[src/rtl/relm_ps2_ctrl.sv]
// PS/2 host controller: glitch-filtered receive into a 4-entry FIFO and
// host-to-device byte transmit with inhibit, ACK check and frame timeout.
module relm_ps2_ctrl #(
    parameter int WD   = 32,
    parameter int FILT = 8,
    parameter int INH  = 5000,
    parameter int TMO  = 100000
) (
    input  logic          clk,
    input  logic          rst_n,
    input  logic          ps2_clk_in,
    input  logic          ps2_dat_in,
    output logic          ps2_clk_oe_out,
    output logic          ps2_dat_oe_out,
    input  logic [WD:0]   push_d,
    output logic          push_retry,
    input  logic [WD:0]   pop_d,
    output logic [WD:0]   pop_q
);

    localparam int CMAX = (INH > TMO) ? INH : TMO;
    localparam int CW   = $clog2(CMAX + 1);

    localparam logic [2:0] IDLE    = 3'd0;
    localparam logic [2:0] RX      = 3'd1;
    localparam logic [2:0] TX_INH  = 3'd2;
    localparam logic [2:0] TX_BITS = 3'd3;
    localparam logic [2:0] TX_ACK  = 3'd4;
    localparam logic [2:0] TX_END  = 3'd5;

    // Line filters: index 0 is the clock line, index 1 the data line.
    logic [1:0] raw_lvl;
    logic [1:0] filt_lvl;
    logic [1:0] filt_lvl_next;

    assign raw_lvl = {ps2_dat_in, ps2_clk_in};

    generate
        for (genvar gi = 0; gi < 2; gi++) begin : g_filt
            logic [FILT-1:0] sh_reg;
            logic            lvl_reg;
            logic            lvl_next;

            always_comb begin
                lvl_next = lvl_reg;
                if (&sh_reg)
                    lvl_next = 1'b1;
                else if (~|sh_reg)
                    lvl_next = 1'b0;
            end

            always_ff @(posedge clk or negedge rst_n) begin
                if (!rst_n) begin
                    sh_reg  <= '1;
                    lvl_reg <= 1'b1;
                end else begin
                    sh_reg  <= {sh_reg[FILT-2:0], raw_lvl[gi]};
                    lvl_reg <= lvl_next;
                end
            end

            assign filt_lvl[gi]      = lvl_reg;
            assign filt_lvl_next[gi] = lvl_next;
        end
    endgenerate

    logic clk_f;
    logic dat_f;
    logic fall_reg;

    assign clk_f = filt_lvl[0];
    assign dat_f = filt_lvl[1];

    always_ff @(posedge clk or negedge rst_n) begin
        if (!rst_n)
            fall_reg <= 1'b0;
        else
            fall_reg <= clk_f & ~filt_lvl_next[0];
    end

    logic [2:0]    state_reg;
    logic [CW-1:0] cnt_reg;
    logic [3:0]    bit_cnt_reg;
    logic [7:0]    rx_sh_reg;
    logic          par_reg;
    logic [8:0]    tx_reg;
    logic          clk_oe_reg;
    logic          dat_oe_reg;
    logic          ferr_reg;
    logic          ovr_reg;
    logic          nack_reg;
    logic [2:0]    wr_ptr_reg;
    logic [2:0]    rd_ptr_reg;
    logic [7:0]    fifo_mem [4];

    logic       push_stb;
    logic       pop_stb;
    logic [3:0] bit_next;
    logic       frame_end;
    logic       frame_good;
    logic       fifo_empty;
    logic       fifo_full;
    logic       pop_do;
    logic       wr_do;
    logic       ovr_set;
    logic       ferr_set;
    logic       timed;
    logic       tmo_hit;
    logic       nack_set;

    assign push_stb   = push_d[WD];
    assign pop_stb    = pop_d[WD];
    assign bit_next   = bit_cnt_reg + 4'd1;
    assign frame_end  = (state_reg == RX) && fall_reg && (bit_cnt_reg == 4'd10);
    // Odd parity over data+parity, and a high stop bit sampled on this fall.
    assign frame_good = frame_end && (^{rx_sh_reg, par_reg}) && dat_f;
    assign fifo_empty = (wr_ptr_reg == rd_ptr_reg);
    assign fifo_full  = (wr_ptr_reg[2] != rd_ptr_reg[2]) &&
                        (wr_ptr_reg[1:0] == rd_ptr_reg[1:0]);
    assign pop_do     = pop_stb && !fifo_empty;
    assign wr_do      = frame_good && (!fifo_full || pop_do);
    assign ovr_set    = frame_good && fifo_full && !pop_do;
    assign ferr_set   = frame_end && !frame_good;
    assign timed      = (state_reg == RX) || (state_reg == TX_BITS) ||
                        (state_reg == TX_ACK) || (state_reg == TX_END);
    assign tmo_hit    = timed && !fall_reg && (cnt_reg == CW'(TMO - 1));
    assign nack_set   = (tmo_hit && (state_reg != RX)) ||
                        ((state_reg == TX_ACK) && fall_reg && dat_f);

    always_ff @(posedge clk or negedge rst_n) begin
        if (!rst_n) begin
            state_reg   <= IDLE;
            cnt_reg     <= '0;
            bit_cnt_reg <= '0;
            rx_sh_reg   <= '0;
            par_reg     <= 1'b0;
            tx_reg      <= '0;
            clk_oe_reg  <= 1'b0;
            dat_oe_reg  <= 1'b0;
        end else if (tmo_hit) begin
            state_reg  <= IDLE;
            cnt_reg    <= '0;
            clk_oe_reg <= 1'b0;
            dat_oe_reg <= 1'b0;
        end else begin
            case (state_reg)
                IDLE: begin
                    cnt_reg <= '0;
                    // A push outranks a start bit arriving on the same cycle.
                    if (push_stb) begin
                        tx_reg      <= {~^push_d[7:0], push_d[7:0]};
                        clk_oe_reg  <= 1'b1;
                        bit_cnt_reg <= '0;
                        state_reg   <= TX_INH;
                    end else if (fall_reg && !dat_f) begin
                        bit_cnt_reg <= 4'd1;
                        state_reg   <= RX;
                    end
                end
                RX: begin
                    if (fall_reg) begin
                        cnt_reg     <= '0;
                        bit_cnt_reg <= bit_next;
                        if (bit_cnt_reg <= 4'd8)
                            rx_sh_reg <= {dat_f, rx_sh_reg[7:1]};
                        else if (bit_cnt_reg == 4'd9)
                            par_reg <= dat_f;
                        else
                            state_reg <= IDLE;
                    end else begin
                        cnt_reg <= cnt_reg + 1'b1;
                    end
                end
                TX_INH: begin
                    if (cnt_reg == CW'(INH - 1)) begin
                        cnt_reg    <= '0;
                        clk_oe_reg <= 1'b0;
                        dat_oe_reg <= 1'b1;
                        state_reg  <= TX_BITS;
                    end else begin
                        cnt_reg <= cnt_reg + 1'b1;
                    end
                end
                TX_BITS: begin
                    if (fall_reg) begin
                        cnt_reg     <= '0;
                        bit_cnt_reg <= bit_next;
                        if (bit_cnt_reg <= 4'd8) begin
                            dat_oe_reg <= ~tx_reg[bit_cnt_reg];
                        end else begin
                            dat_oe_reg <= 1'b0;
                            state_reg  <= TX_ACK;
                        end
                    end else begin
                        cnt_reg <= cnt_reg + 1'b1;
                    end
                end
                TX_ACK: begin
                    if (fall_reg) begin
                        cnt_reg   <= '0;
                        state_reg <= TX_END;
                    end else begin
                        cnt_reg <= cnt_reg + 1'b1;
                    end
                end
                TX_END: begin
                    if (clk_f && dat_f) begin
                        cnt_reg   <= '0;
                        state_reg <= IDLE;
                    end else if (fall_reg) begin
                        cnt_reg <= '0;
                    end else begin
                        cnt_reg <= cnt_reg + 1'b1;
                    end
                end
                default: begin
                    cnt_reg   <= '0;
                    state_reg <= IDLE;
                end
            endcase
        end
    end

    // Sticky flags: a set on the same cycle as a pop is kept, not lost.
    always_ff @(posedge clk or negedge rst_n) begin
        if (!rst_n) begin
            ferr_reg   <= 1'b0;
            ovr_reg    <= 1'b0;
            nack_reg   <= 1'b0;
            wr_ptr_reg <= '0;
            rd_ptr_reg <= '0;
        end else begin
            ferr_reg <= ferr_set | (ferr_reg & ~pop_stb);
            ovr_reg  <= ovr_set  | (ovr_reg  & ~pop_stb);
            nack_reg <= nack_set | (nack_reg & ~pop_stb);
            if (wr_do)
                wr_ptr_reg <= wr_ptr_reg + 3'd1;
            if (pop_do)
                rd_ptr_reg <= rd_ptr_reg + 3'd1;
        end
    end

    always_ff @(posedge clk) begin
        if (wr_do)
            fifo_mem[wr_ptr_reg[1:0]] <= rx_sh_reg;
    end

    logic unused_bits;
    assign unused_bits = ^{push_d[WD-1:8], pop_d[WD-1:0]};

    assign ps2_clk_oe_out = clk_oe_reg;
    assign ps2_dat_oe_out = dat_oe_reg;
    assign push_retry     = (state_reg != IDLE);
    assign pop_q          = {fifo_empty, {(WD-11){1'b0}}, nack_reg, ovr_reg,
                             ferr_reg, fifo_mem[rd_ptr_reg[1:0]]};

endmodule
[config.mk]
export PLATFORM = sky130hd
export DESIGN_NAME = relm_ps2_ctrl
export DESIGN_NICKNAME = d
export VERILOG_FILES = /design/src/rtl/relm_ps2_ctrl.sv
export SDC_FILE = /design/constraint.sdc
export NUM_CORES = 1
export LEC_CHECK = 0
export CAP_MARGIN = 20
export CORE_MARGIN = 2
export CORE_UTILIZATION = 27
export DETAILED_ROUTE_END_ITERATION = 8
export PLACE_DENSITY_LB_ADDON = 0.3
export RECOVER_POWER = 25
export SYNTH_ARGS = -nofsm -noshare
export SYNTH_HDL_FRONTEND = slang
export SYNTH_SLANG_ARGS = --single-unit
[constraint.sdc]
create_clock -name clk -period 2.6 [get_ports clk]
set_input_delay 0.39 -clock clk [delete_from_list [all_inputs] [get_ports clk]]
set_output_delay 0.39 -clock clk [all_outputs]
set_load 0.01 [all_outputs]
### Word-level counts from Yosys, hierarchy flattened

Memory sizes are Yosys's and may differ from the RTL's.
Cells that the tools add are included.

* word-level logic and storage cells: 149
* bits in writable memories: 32
* register bits after elaboration: 72
* memories kept: 1

* reduce and logical (&&, ||, !) cells: 48
* magnitude comparators: 2
* eq/ne operators: 26
* mux-type cells: 38
* add/subtract/negate cells: 4
* bitwise operators: 12

Memory list
* fifo_mem: depth 4, width 8, read ports 1, clocked after Yosys merged registers in 0, wr ports 1, RTL line 94 `logic [7:0] fifo_mem [4];`

Operator list (count)
* 2-to-1 mux 17 bit: 4
* case mux 17 bit (3 select lines): 1
* 2-to-1 mux 3 bit: 11
* != test 3 bit (second input constant): 9
* case mux 3 bit (6 select lines): 1
* adder 17 x 1 -> 17 bit (second input constant): 1
* equality test 17 x 13 -> 1 bit (second input constant): 1
* equality test 17 bit (second input constant): 1
* logical AND 1 bit: 17
* AND reduction 8 bit: 2
* OR reduction 8 bit: 2
* 2-to-1 mux 1 bit: 14
* 2-to-1 mux 4 bit: 3
* AND reduction 3 bit: 3
* AND reduction 9 bit: 1
* nonzero test 3 bit: 3
* XOR reduction 9 bit: 1
* equality test 4 bit (second input constant): 2
* case mux 4 bit (2 select lines): 1
* AND reduction 4 bit: 2
* XNOR reduction 8 bit: 1
* adder 3 x 1 -> 3 bit (second input constant): 2
* equality test 3 x 2 -> 1 bit (second input constant): 2
* equality test 3 bit (second input constant): 2
* 24 further kinds: 43

### Depth between registers and ports, before layout

Gate-level depths: netlist (run 1).

* depth after elaboration: 9
* mapped depth: 8
* mapped depth without buffers: 7

### Worst setup path before layout (run 1)

No wires, ideal clock.

* path type: reg2reg
* start point: register rx_sh_reg[1]
* end point: memory fifo_mem[3][0] (enable)
* cell stages (with the launch flop): 5
* setup slack: 38 ps
* clock period less this slack: 2562 ps
* data required time: 2199 ps
* data arrival time: 2161 ps
* cell sequence: dfrtp_1 -> xor2_1 -> xnor3_1 -> xnor2_1 -> nor4_1

* word-level cells in the longest chain between the ends: 6

RTL lines
* start: declaration: RTL line 84 `logic [7:0] rx_sh_reg;`
* start signal: assignment: RTL line 165 `rx_sh_reg <= {dat_f, rx_sh_reg[7:1]};`
* XOR reduction 9 bit: RTL line 116 `assign frame_good = frame_end && (^{rx_sh_reg, par_reg}) && dat_f;`
* logical AND 1 bit (2 in a row): RTL line 116
* logical AND 1 bit: RTL line 121 `assign wr_do = frame_good && (!fifo_full || pop_do);`
* 2-to-1 mux 1 bit: RTL line 244 `if (wr_do)`
* 2-to-1 mux 1 bit (implied by the code): RTL line 245 `fifo_mem[wr_ptr_reg[1:0]] <= rx_sh_reg;`
* end: declaration: RTL line 94

Every way passes these cells.

### Worst setup path after layout (run 1)

* start point: register rd_ptr_reg[1]
* end point: output pop_q[32]

* word-level cells in the longest chain between the ends: 1

RTL lines
* start: declaration: RTL line 93 `logic [2:0] rd_ptr_reg;`
* start signal: assignment: RTL line 239 `rd_ptr_reg <= rd_ptr_reg + 3'd1;`
* equality test 3 bit: RTL line 117 `assign fifo_empty = (wr_ptr_reg == rd_ptr_reg);`
* end: declaration: RTL line 18 `output logic [WD:0] pop_q`

Every way passes these cells.

==> metrics.md, run 1 <==
| Metric | Value |
|---|---|
| Routability congestion estimate | `0.797` |
| Part of the cycle the worst path needs | `0.910` |
| Commonest cells post-synth | `54 x dfrtp_1, 32 x edfxtp_1, 29 x nor2_1` |
| # H-tree levels | `3` |
| Slew Viols, Final | `0` |
| R2r setup slk | `0.38 ns` |
| Post-cts resize count | `0` |
| Number of clock sinks | `between 100 and 150` |
| Max clock buf depth | `2` |
| Max Freq | `about 420 MHz` |
| Post-synth ARST share | `0.692` |
| First-pass GRT wire length | `between 15000 and 20000 um` |
| Status | `completed` |
| Internal | `3010 uW` |
| Syn Area/Cell | `about 13 um^2` |
| Ys flop type | `dfrtp_1` |
| Mapped Area | `0.00487 mm^2` |
| Total track usage | `0.100` |
| Peak VDD IR | `a little under 0.4 mV` |
| Maxcap violations | `0` |
| CTS Hold Bufs | `0` |
| DIE WIDTH | `~140 um` |
| Worst slew pin tran | `1.29 ns` |
| Worst reg2reg path startpoint | `rx_sh_reg[1]` |
| Post-synth EDFFs | `32` |
| Top-count cell post-synth | `dfrtp_1` |
| Layout cells sized above 1 | `0.174` |
| Root Buffer | `clkbuf_16` |
| Critical path endpoint category | `output pin` |
| RSZ-0062 raised after global routing | `no` |
| DP Worst Slack | `between 0.3 and 0.4 ns` |
| # port buffers | `28` |
| Cells after synthesis | `around 380` |
| Detail-routed net length per standard cell | `13.6 um` |
| Synthesis Warnings | `0` |
| Worst stage delay on the critical path | `approximately 0.66 ns` |
| Final Skew | `roughly 0.011 ns` |
| Placed Cells | `roughly 640` |
| Rel. slew slack | `0.139` |
| Switching Power | `1360 uW` |
| Crit path max fanout | `11` |
| Worst-skew pair later-pin latency | `approximately 0.36 ns` |
| I/O Pins | `around 110` |
| CTS tree | `done` |
| Number of global-route vias before repair | `~3000` |
| Critical R2R Capture | `fifo_mem[1][3]` |
| Synth area leaders | `dfrtp_1 28%, edfxtp_1 20%, dfstp_2 9.7%, mux4_2 4.6%, mux2_2 4.4%` |
| Post-Layout Cell Count | `between 600 and 700` |
| Largest net degree at the start of global routing | `29` |
| Crit path DAT | `just under 2 ns` |
| Slowest cell on crit path | `dfrtp_1` |
| DR pass1 iterations | `4` |
| Startpoint types | `flip-flop` |
| Initial antenna violation count | `0` |
| Critical Path RT | `2.21 ns` |
| Largest register FFs | `32` |
| Vias | `roughly 2900` |
| Final ANT Viol Nets | `0` |
| Clock Power Share | `0.317` |
| Sw Share | `0.312` |
| Seq pwr share | `0.455` |
| # nets final | `500` |
| WL final | `8860 um` |
| Layout Utilization | `0.319` |
| Worst setup path class | `reg2out` |
| Cts bufs inserted | `9` |
| Sequential area share after synthesis | `0.572` |
| Final setup vio count | `0` |
| Via density | `4.42` |
| Residual DRC | `0` |
| Antenna Cells | `0` |
| Pleak | `0.00223 uW` |
| HPWL after detailed placement | `6350 um` |
| Cell taking the most area after synthesis | `dfrtp_1` |
| Pwr per Cell Area | `768 mW/mm^2` |
| Flops & latches, synth | `about 100` |
| 1st-iter DRT viols | `227` |
| Setup TNS | `0 ns` |
| Syn-to-layout area delta | `17.1%` |
| R2R cell count | `6` |
| Distinct cell type count after synthesis | `56` |
| Worst-path clk slew | `roughly 0.080 ns` |
| Postcts setup bufs | `0` |
| Comb pwr share | `0.228` |
| Final hold violations | `0` |
| Row cnt | `49` |
| GR Overflow Total | `0` |
| Minimum clock period after layout | `2.37 ns` |
| Top cell type's share of synthesized area | `0.278` |
| Core ar. | `approximately 0.018 mm^2` |
| Hold Path Class | `in2async` |
| Initial Util | `0.273` |
| Die height | `138 um` |
| Critical-path cell list | `xnor2_1 -> nand3b_1 -> inv_1 -> clkdlybuf4s50_1` |
| Die area | `~0.019 mm^2` |
| Post-route setup slack | `0.234 ns` |
==> kinds of logic after synthesis <==
kind of cell / synth area share
DFF: 0.572
and+or+nand+nor: 0.116
buffers and inverters: 0.0607
AOI/OAI and AO/OA: 0.0627
xor gates and xnor gates: 0.0694
muxes: 0.0923
adders and majority gates: 0.0257
other: 0.000770
==> how the worst max path moves through the flow <==
| stage | slack [ns] | cells after the start | from | endpoint |
|---|---|---|---|---|
| after global routing | 0.1 | 4 | rd_ptr_reg[1] | pop_q[32] |
| after global placement | 0.39 | 6 | rx_sh_reg[1] | fifo_mem[1][5] |
| after CTS | 0.20 | 4 | rd_ptr_reg[1] | pop_q[32] |
| final | 0.23 | 4 | rd_ptr_reg[1] | pop_q[32] |
| after floorplan | 0.04 | 4 | rx_sh_reg[1] | fifo_mem[3][0] |
| after detailed placement | 0.35 | 6 | rx_sh_reg[1] | fifo_mem[1][5] |
==> cell type report <==
cell class / count / area [um^2]
Timing Repair Buffer: 43 / 387
Sequential cell: 104 / 2790
Clock buffer: 9 / 225
Tap cell: 229 / 287
Inverter: 16 / 60.1
Multi-Input combinational cell: 246 / 1870
Fill cell: 1778 / 12100
Clock inverter: 7 / 86.3
==> worst max-delay path, delay by kind of cell, from the launching register on <==
kind	cells	cell delay, ns
flops	1	0.66
buf+inv	2	0.61
xor+xnor	1	0.20
simple gates	1	0.15
==> per-layer routing <==
| metal | global-route usage | share of wire | vias to the layer above |
|---|---|---|---|
| met5 | 0 | 0 | - |
| met4 | 0.0338 | 0.014 | 0 |
| met1 | 0.132 | 0.48 | 1435 |
| met3 | 0.0294 | 0.037 | 11 |
| li1 | - | - | 1393 |
| met2 | 0.159 | 0.47 | 49 |
==> power by group through the flow <==
| stage | clock network [uW] | logic (uW) | registers (uW) |
|---|---|---|---|
| global route | 1490 | 1120 | 2020 |
| global placement | 0 | 988 | 2020 |
| detailed placement | 0 | 1010 | 2030 |
| floorplan | 0 | 791 | 1990 |
| CTS | 1430 | 1010 | 1990 |
| finish | 1390 | 998 | 1990 |
==> through the flow <==
stage                     instance area, um^2  hold slack, ns  power, uW
after CTS                                5700          0.0169       4440
after global routing                     5700           0.395       4630
after floorplan                          4940          0.0944       2780
after global placement                   5390           0.358       3010
final                                    5700           0.294       4370
after detailed placement                 5390           0.360       3030
==> cells in the final DEF (no fill, tap or decap), types with 4 or more instances in the layout <==
cell type,count
nor2_1,29
dfrtp_1,54
nand2b_1,7
edfxtp_1,32
inv_1,16
xnor2_1,23
and3_1,7
ha_1,10
nand3_1,10
clkbuf_16,9
o21ai_0,13
nor4_1,4
dfstp_1,14
nand2_1,17
a21oi_1,7
clkdlybuf4s50_1,25
xor2_1,13
mux2_2,19
conb_1,21
buf_4,15
mux4_2,10
dfstp_2,4
nand4_1,8
Power figures use the tool's default switching activity.
==> inputs of run 2 (changes only) <==
--- a/config.mk
+++ b/config.mk
@@ -6,8 +6,9 @@
 export NUM_CORES = 1
 export LEC_CHECK = 0
 export CAP_MARGIN = 20
+export CORE_ASPECT_RATIO = 0.8
 export CORE_MARGIN = 2
-export CORE_UTILIZATION = 27
+export CORE_UTILIZATION = 46
 export DETAILED_ROUTE_END_ITERATION = 8
 export PLACE_DENSITY_LB_ADDON = 0.3
 export RECOVER_POWER = 25
==> run 2 against run 1 <==
Against the previous run:
- the flow now finishes with violations (max-capacitance violations, max-slew violations)
- via count rose by 1.8%
- count of clock-buffer cells in the layout did not move
- clock power decreased by 3%
- critical path depth decreased by 1
- wire length down 1.3%
- setup slack worse by 0.086 ns
- combinational power about the same
- clock skew decreased by 0.0027 ns
- die area down 40%
- first-iteration DRC count decreased by 19%
- largest cell class unchanged
- largest power group unchanged
- highest routed layer unchanged
==> metrics.md, run 2 (same netlist as run 1, synthesis figures left out) <==
| Metric | Value |
|---|---|
| Multi-input gate area | `0.00187 mm^2` |
| 1st-iter DRT viols | `~180` |
| DIE WIDTH | `about 120 um` |
| # H-tree levels | `3` |
| Final setup vio count | `0` |
| CTS tree | `done` |
| CTS Hold Bufs | `0` |
| Initial antenna violation count | `0` |
| Pwr per Cell Area | `slightly below 800 mW/mm^2` |
| Residual DRC | `0` |
| Slew Viols, Final | `33` |
| Detail-routed net length per standard cell | `between 15 and 20 um` |
| Core ar. | `0.0103 mm^2` |
| Die height | `96.0 um` |
| I/O Pins | `106` |
| GR Overflow Total | `0` |
| Post-Layout Cell Count | `about 570` |
| Final ANT Viol Nets | `0` |
| Final Skew | `0.00794 ns` |
| Minimum clock period after layout | `around 2.5 ns` |
| Fill count | `841` |
| First-pass GRT wire length | `about 15000 um` |
| # nets final | `500` |
| Status | `finished, violations left` |
| Root Buffer | `clkbuf_16` |
| Initial Util | `0.474` |
| Worst-path clk slew | `roughly 0.070 ns` |
| WL final | `8750 um` |
| Final hold violations | `0` |
| Critical path endpoint category | `output pin` |
| Largest register FFs | `32` |
| Cts bufs inserted | `9` |
| Routability congestion estimate | `approximately 0.83` |
| Pleak | `approximately 0.0022 uW` |
| Via density | `between 5 and 6` |
| Rel. slew slack | `-0.0874` |
| Layout Utilization | `0.543` |
| Post-cts resize count | `0` |
| Number of global-route vias before repair | `about 2900` |
| Hold Path Class | `reg2reg` |
| Failing checks | `max-capacitance violations, max-slew violations` |
| Largest net degree at the start of global routing | `33` |
| Startpoint types | `flip-flop` |
| Row cnt | `33` |
| Peak VDD IR | `0.385 mV` |
| # port buffers | `28` |
| Setup TNS | `0 ns` |
| Syn-to-layout area delta | `14.7%` |
| Part of the cycle the worst path needs | `0.943` |
| Die area | `0.0114 mm^2` |
| DR pass1 iterations | `5` |
| Crit path max fanout | `8` |
| Most common cell after layout, fill and taps aside | `dfrtp_1` |
| FF+latch area | `around 0.0028 mm^2` |
| Total track usage | `0.164` |
| Worst slew pin tran | `between 1.5 and 2 ns` |
| Postcts setup bufs | `0` |
| Antenna Cells | `0` |
| Critical Path RT | `~2.2 ns` |
| Number of clock sinks | `104` |
| Commonest non-fill, non-tap cells in the layout | `54 x dfrtp_1, 32 x edfxtp_1, 29 x nor2_1, 25 x clkdlybuf4s50_1, 23 x xnor2_1` |
| Vias | `between 2000 and 3000` |
| HPWL after detailed placement | `6030 um` |
| Maxcap violations | `1` |
| Worst-skew pair later-pin latency | `0.35 ns` |
| Max clock buf depth | `2` |
| Max Freq | `a little over 400 MHz` |
| Layout cells sized above 1 | `0.174` |
| Crit path DAT | `between 2 and 2.5 ns` |
| Worst setup path class | `reg2out` |
| RSZ-0062 raised after global routing | `no` |
| Placed Cells | `549` |
-- run 2: final cells by class --
| cell class | count | share of cell area |
|---|---|---|
| multi-input cells | 246 | 0.335 |
| clock inverters | 7 | 0.0146 |
| clock buffers | 9 | 0.0403 |
| repair buffers | 43 | 0.0693 |
| well taps | 140 | 0.0314 |
| inverters | 16 | 0.0108 |
| flip-flops and latches | 104 | 0.499 |
-- run 2: layer usage --
metal	part of all wire	GRT usage	up-vias
li1	-	-	1393
met1	0.48	0.228	1485
met2	0.47	0.254	53
met3	0.033	0.0355	10
met4	0.012	0.0625	0
met5	0	0	-
-- run 2: power by group --
group	switching (uW)	internal [uW]	leakage, uW
Sequential	144	1840	0.00118
Clock	662	688	0.000150
Combinational	541	473	0.000902
-- run 2: worst paths after layout --
path	endpoint	startpoint	cells after the start	slack, ns
setup / recovery	pop_q[2]	rd_ptr_reg[0]	3	0.15
hold / removal	g_filt[1].sh_reg[6]	g_filt[1].sh_reg[5]	0	0.37
setup reg to reg	fifo_mem[1][2]	rx_sh_reg[4]	6	0.31
hold reg to reg	g_filt[1].sh_reg[6]	g_filt[1].sh_reg[5]	0	0.37
max in group asynchronous	g_filt[1].sh_reg[5]	rst_n	2	1.02
min in group asynchronous	cnt_reg[6]	rst_n	1	0.45
-- run 2: metrics by stage --
step                hold WS [ns]  total power [uW]  cell area, um^2  worst slack [ns]
finish                     0.371              4350             5580             0.148
global placement           0.355              2990             5280             0.387
CTS                       0.0872              4390             5580             0.108
global route               0.385              4590             5580            0.0652
floorplan                 0.0944              2780             4940            0.0382
detailed placement         0.359              3030             5280             0.339
-- run 2: critical path: stages (launching register included) --
cell and delay (ns):
dfrtp_1 0.44, buf_4 0.25, mux4_2 0.53, clkdlybuf4s50_1 0.49
==> inputs of run 3 (changes only) <==
--- a/config.mk
+++ b/config.mk
@@ -7,7 +7,7 @@
 export LEC_CHECK = 0
 export CAP_MARGIN = 20
 export CORE_ASPECT_RATIO = 0.8
-export CORE_MARGIN = 2
+export CORE_MARGIN = 3
 export CORE_UTILIZATION = 46
 export DETAILED_ROUTE_END_ITERATION = 8
 export PLACE_DENSITY_LB_ADDON = 0.3
==> run 3 against run 2 <==
Against the previous run:
- the flow still finishes with violations (max-capacitance violations, max-slew violations)
- combinational power hardly changed
- critical path depth is 1 higher
- via count is 2.1% lower
- first-iteration DRC count is 14% higher
- sequential power hardly changed
- clock skew is 0.00091 ns lower
- cell count is 0.53% lower
- die area is 3.8% higher
- total power is 3.2% lower
- fmax is 2.9% higher
- global-route usage is 1.0 points lower
- non-clock buffer count is 1 higher
- highest routed layer unchanged
==> metrics.md, run 3 (same netlist as run 1, synthesis figures left out) <==
| Metric | Value |
|---|---|
| Die area | `between 0.01 and 0.015 mm^2` |
| Syn-to-layout area delta | `13.9%` |
| Pleak | `approximately 0.0022 uW` |
| GR Overflow Total | `0` |
| # nets final | `about 500` |
| CTS Hold Bufs | `0` |
| Worst slew pin tran | `between 1.5 and 2 ns` |
| Post-Layout Cell Count | `562` |
| Layout cells sized above 1 | `0.171` |
| Cts bufs inserted | `9` |
| Max clock buf depth | `2` |
| Rel. slew slack | `-0.0154` |
| Worst setup path class | `reg2out` |
| Maxcap violations | `1` |
| Max Freq | `roughly 420 MHz` |
| Multi-input gate area | `between 0.0015 and 0.002 mm^2` |
| Setup TNS | `0 ns` |
| 1st-iter DRT viols | `~210` |
| Number of clock sinks | `~100` |
| Number of global-route vias before repair | `2800` |
| Largest register FFs | `32` |
| Fill count | `between 800 and 900` |
| Startpoint types | `flip-flop` |
| I/O Pins | `about 110` |
| Critical Path RT | `~2.2 ns` |
| Detail-routed net length per standard cell | `between 15 and 20 um` |
| DIE WIDTH | `about 120 um` |
| Residual DRC | `0` |
| First-pass GRT wire length | `14300 um` |
| Core ar. | `about 0.01 mm^2` |
| Row cnt | `32` |
| Most common cell after layout, fill and taps aside | `dfrtp_1` |
| CTS tree | `done` |
| Layout Utilization | `0.556` |
| Commonest non-fill, non-tap cells in the layout | `53 x dfrtp_1, 32 x edfxtp_1, 29 x nor2_1, 25 x clkdlybuf4s50_1, 23 x xnor2_1` |
| Status | `finished, violations left` |
| Hold Path Class | `reg2reg` |
| RSZ-0062 raised after global routing | `no` |
| Largest net degree at the start of global routing | `31` |
| Peak VDD IR | `about 0.34 mV` |
| Final ANT Viol Nets | `0` |
| Pwr per Cell Area | `between 700 and 800 mW/mm^2` |
| Final setup vio count | `0` |
| Via density | `approximately 5.1` |
| Root Buffer | `clkbuf_16` |
| Crit path max fanout | `11` |
| Critical path endpoint category | `output pin` |
| WL final | `between 8000 and 9000 um` |
| Final Skew | `roughly 0.007 ns` |
| Minimum clock period after layout | `between 2 and 2.5 ns` |
| Initial Util | `0.488` |
| Crit path DAT | `1.99 ns` |
| Overall power | `roughly 4200 uW` |
| # port buffers | `28` |
| # H-tree levels | `3` |
| Routability congestion estimate | `between 0.8 and 0.9` |
| Slew Viols, Final | `31` |
| Final hold violations | `0` |
| DR pass1 iterations | `4` |
| Antenna Cells | `0` |
| Failing checks | `max-capacitance violations, max-slew violations` |
| Worst-skew pair later-pin latency | `between 0.3 and 0.4 ns` |
| Worst-path clk slew | `~0.07 ns` |
| Vias | `between 2000 and 3000` |
| Initial antenna violation count | `0` |
| Placed Cells | `roughly 550` |
| Part of the cycle the worst path needs | `0.916` |
| FF+latch area | `around 0.0028 mm^2` |
| HPWL after detailed placement | `between 6000 and 7000 um` |
| Total track usage | `0.153` |
| Die height | `between 90 and 100 um` |
==> run 3: critical path, cell delays in order (launching register included) <==
cell	delay [ns]
dfrtp_1	0.67
xnor2_1	0.20
nand3b_1	0.17
inv_1	0.08
clkdlybuf4s50_1	0.53
==> run 3: path summary, 6_finish.rpt <==
check | start | endpoint | slack [ns] | depth (start not counted)
worst max-delay path | rd_ptr_reg[1] | pop_q[32] | 0.22 | 4
worst min-delay path | g_filt[1].sh_reg[5] | g_filt[1].sh_reg[6] | 0.37 | 0
worst max register to register | state_reg[1] | fifo_mem[0][6] | 0.25 | 6
worst min register to register | g_filt[1].sh_reg[5] | g_filt[1].sh_reg[6] | 0.37 | 0
max in group asynchronous | rst_n | bit_cnt_reg[2] | 1.10 | 2
min in group asynchronous | rst_n | rd_ptr_reg[1] | 0.42 | 1
==> run 3: layout make-up <==
cell class              instances  area share
flip-flops and latches        104       0.503
multi-input cells             246       0.337
repair buffers                 44      0.0711
clock buffers                   9      0.0406
well taps                     136      0.0307
inverters                      16      0.0108
clock inverters                 7     0.00700
==> run 3: report_power, final <==
part | switching (uW) | internal, uW | total [uW]
sequential | 149 | 1840 | 1990
clock | 566 | 637 | 1200
combinational | 531 | 482 | 1010
total | 1250 | 2960 | 4210
==> run 3: per-stage QoR <==
step	area (um^2)	hold WS, ns	setup slack (ns)
floorplan	4940	0.0944	0.0382
global placement	5280	0.357	0.299
detailed placement	5280	0.360	0.270
CTS	5550	0.0743	0.178
global route	5540	0.376	0.0602
finish	5540	0.373	0.217
==> run 3: metal layers <==
metal / track usage / share of wire
met4: 0.0523 / 0.014
met3: 0.0423 / 0.034
met5: 0 / 0
met1: 0.227 / 0.49
met2: 0.219 / 0.46
==> run 3: timing repair <==
item                       4_1_cts  5_1_grt
gates resized for setup          1        0
setup buffers                    0        0
setup endpoints to repair        3        0
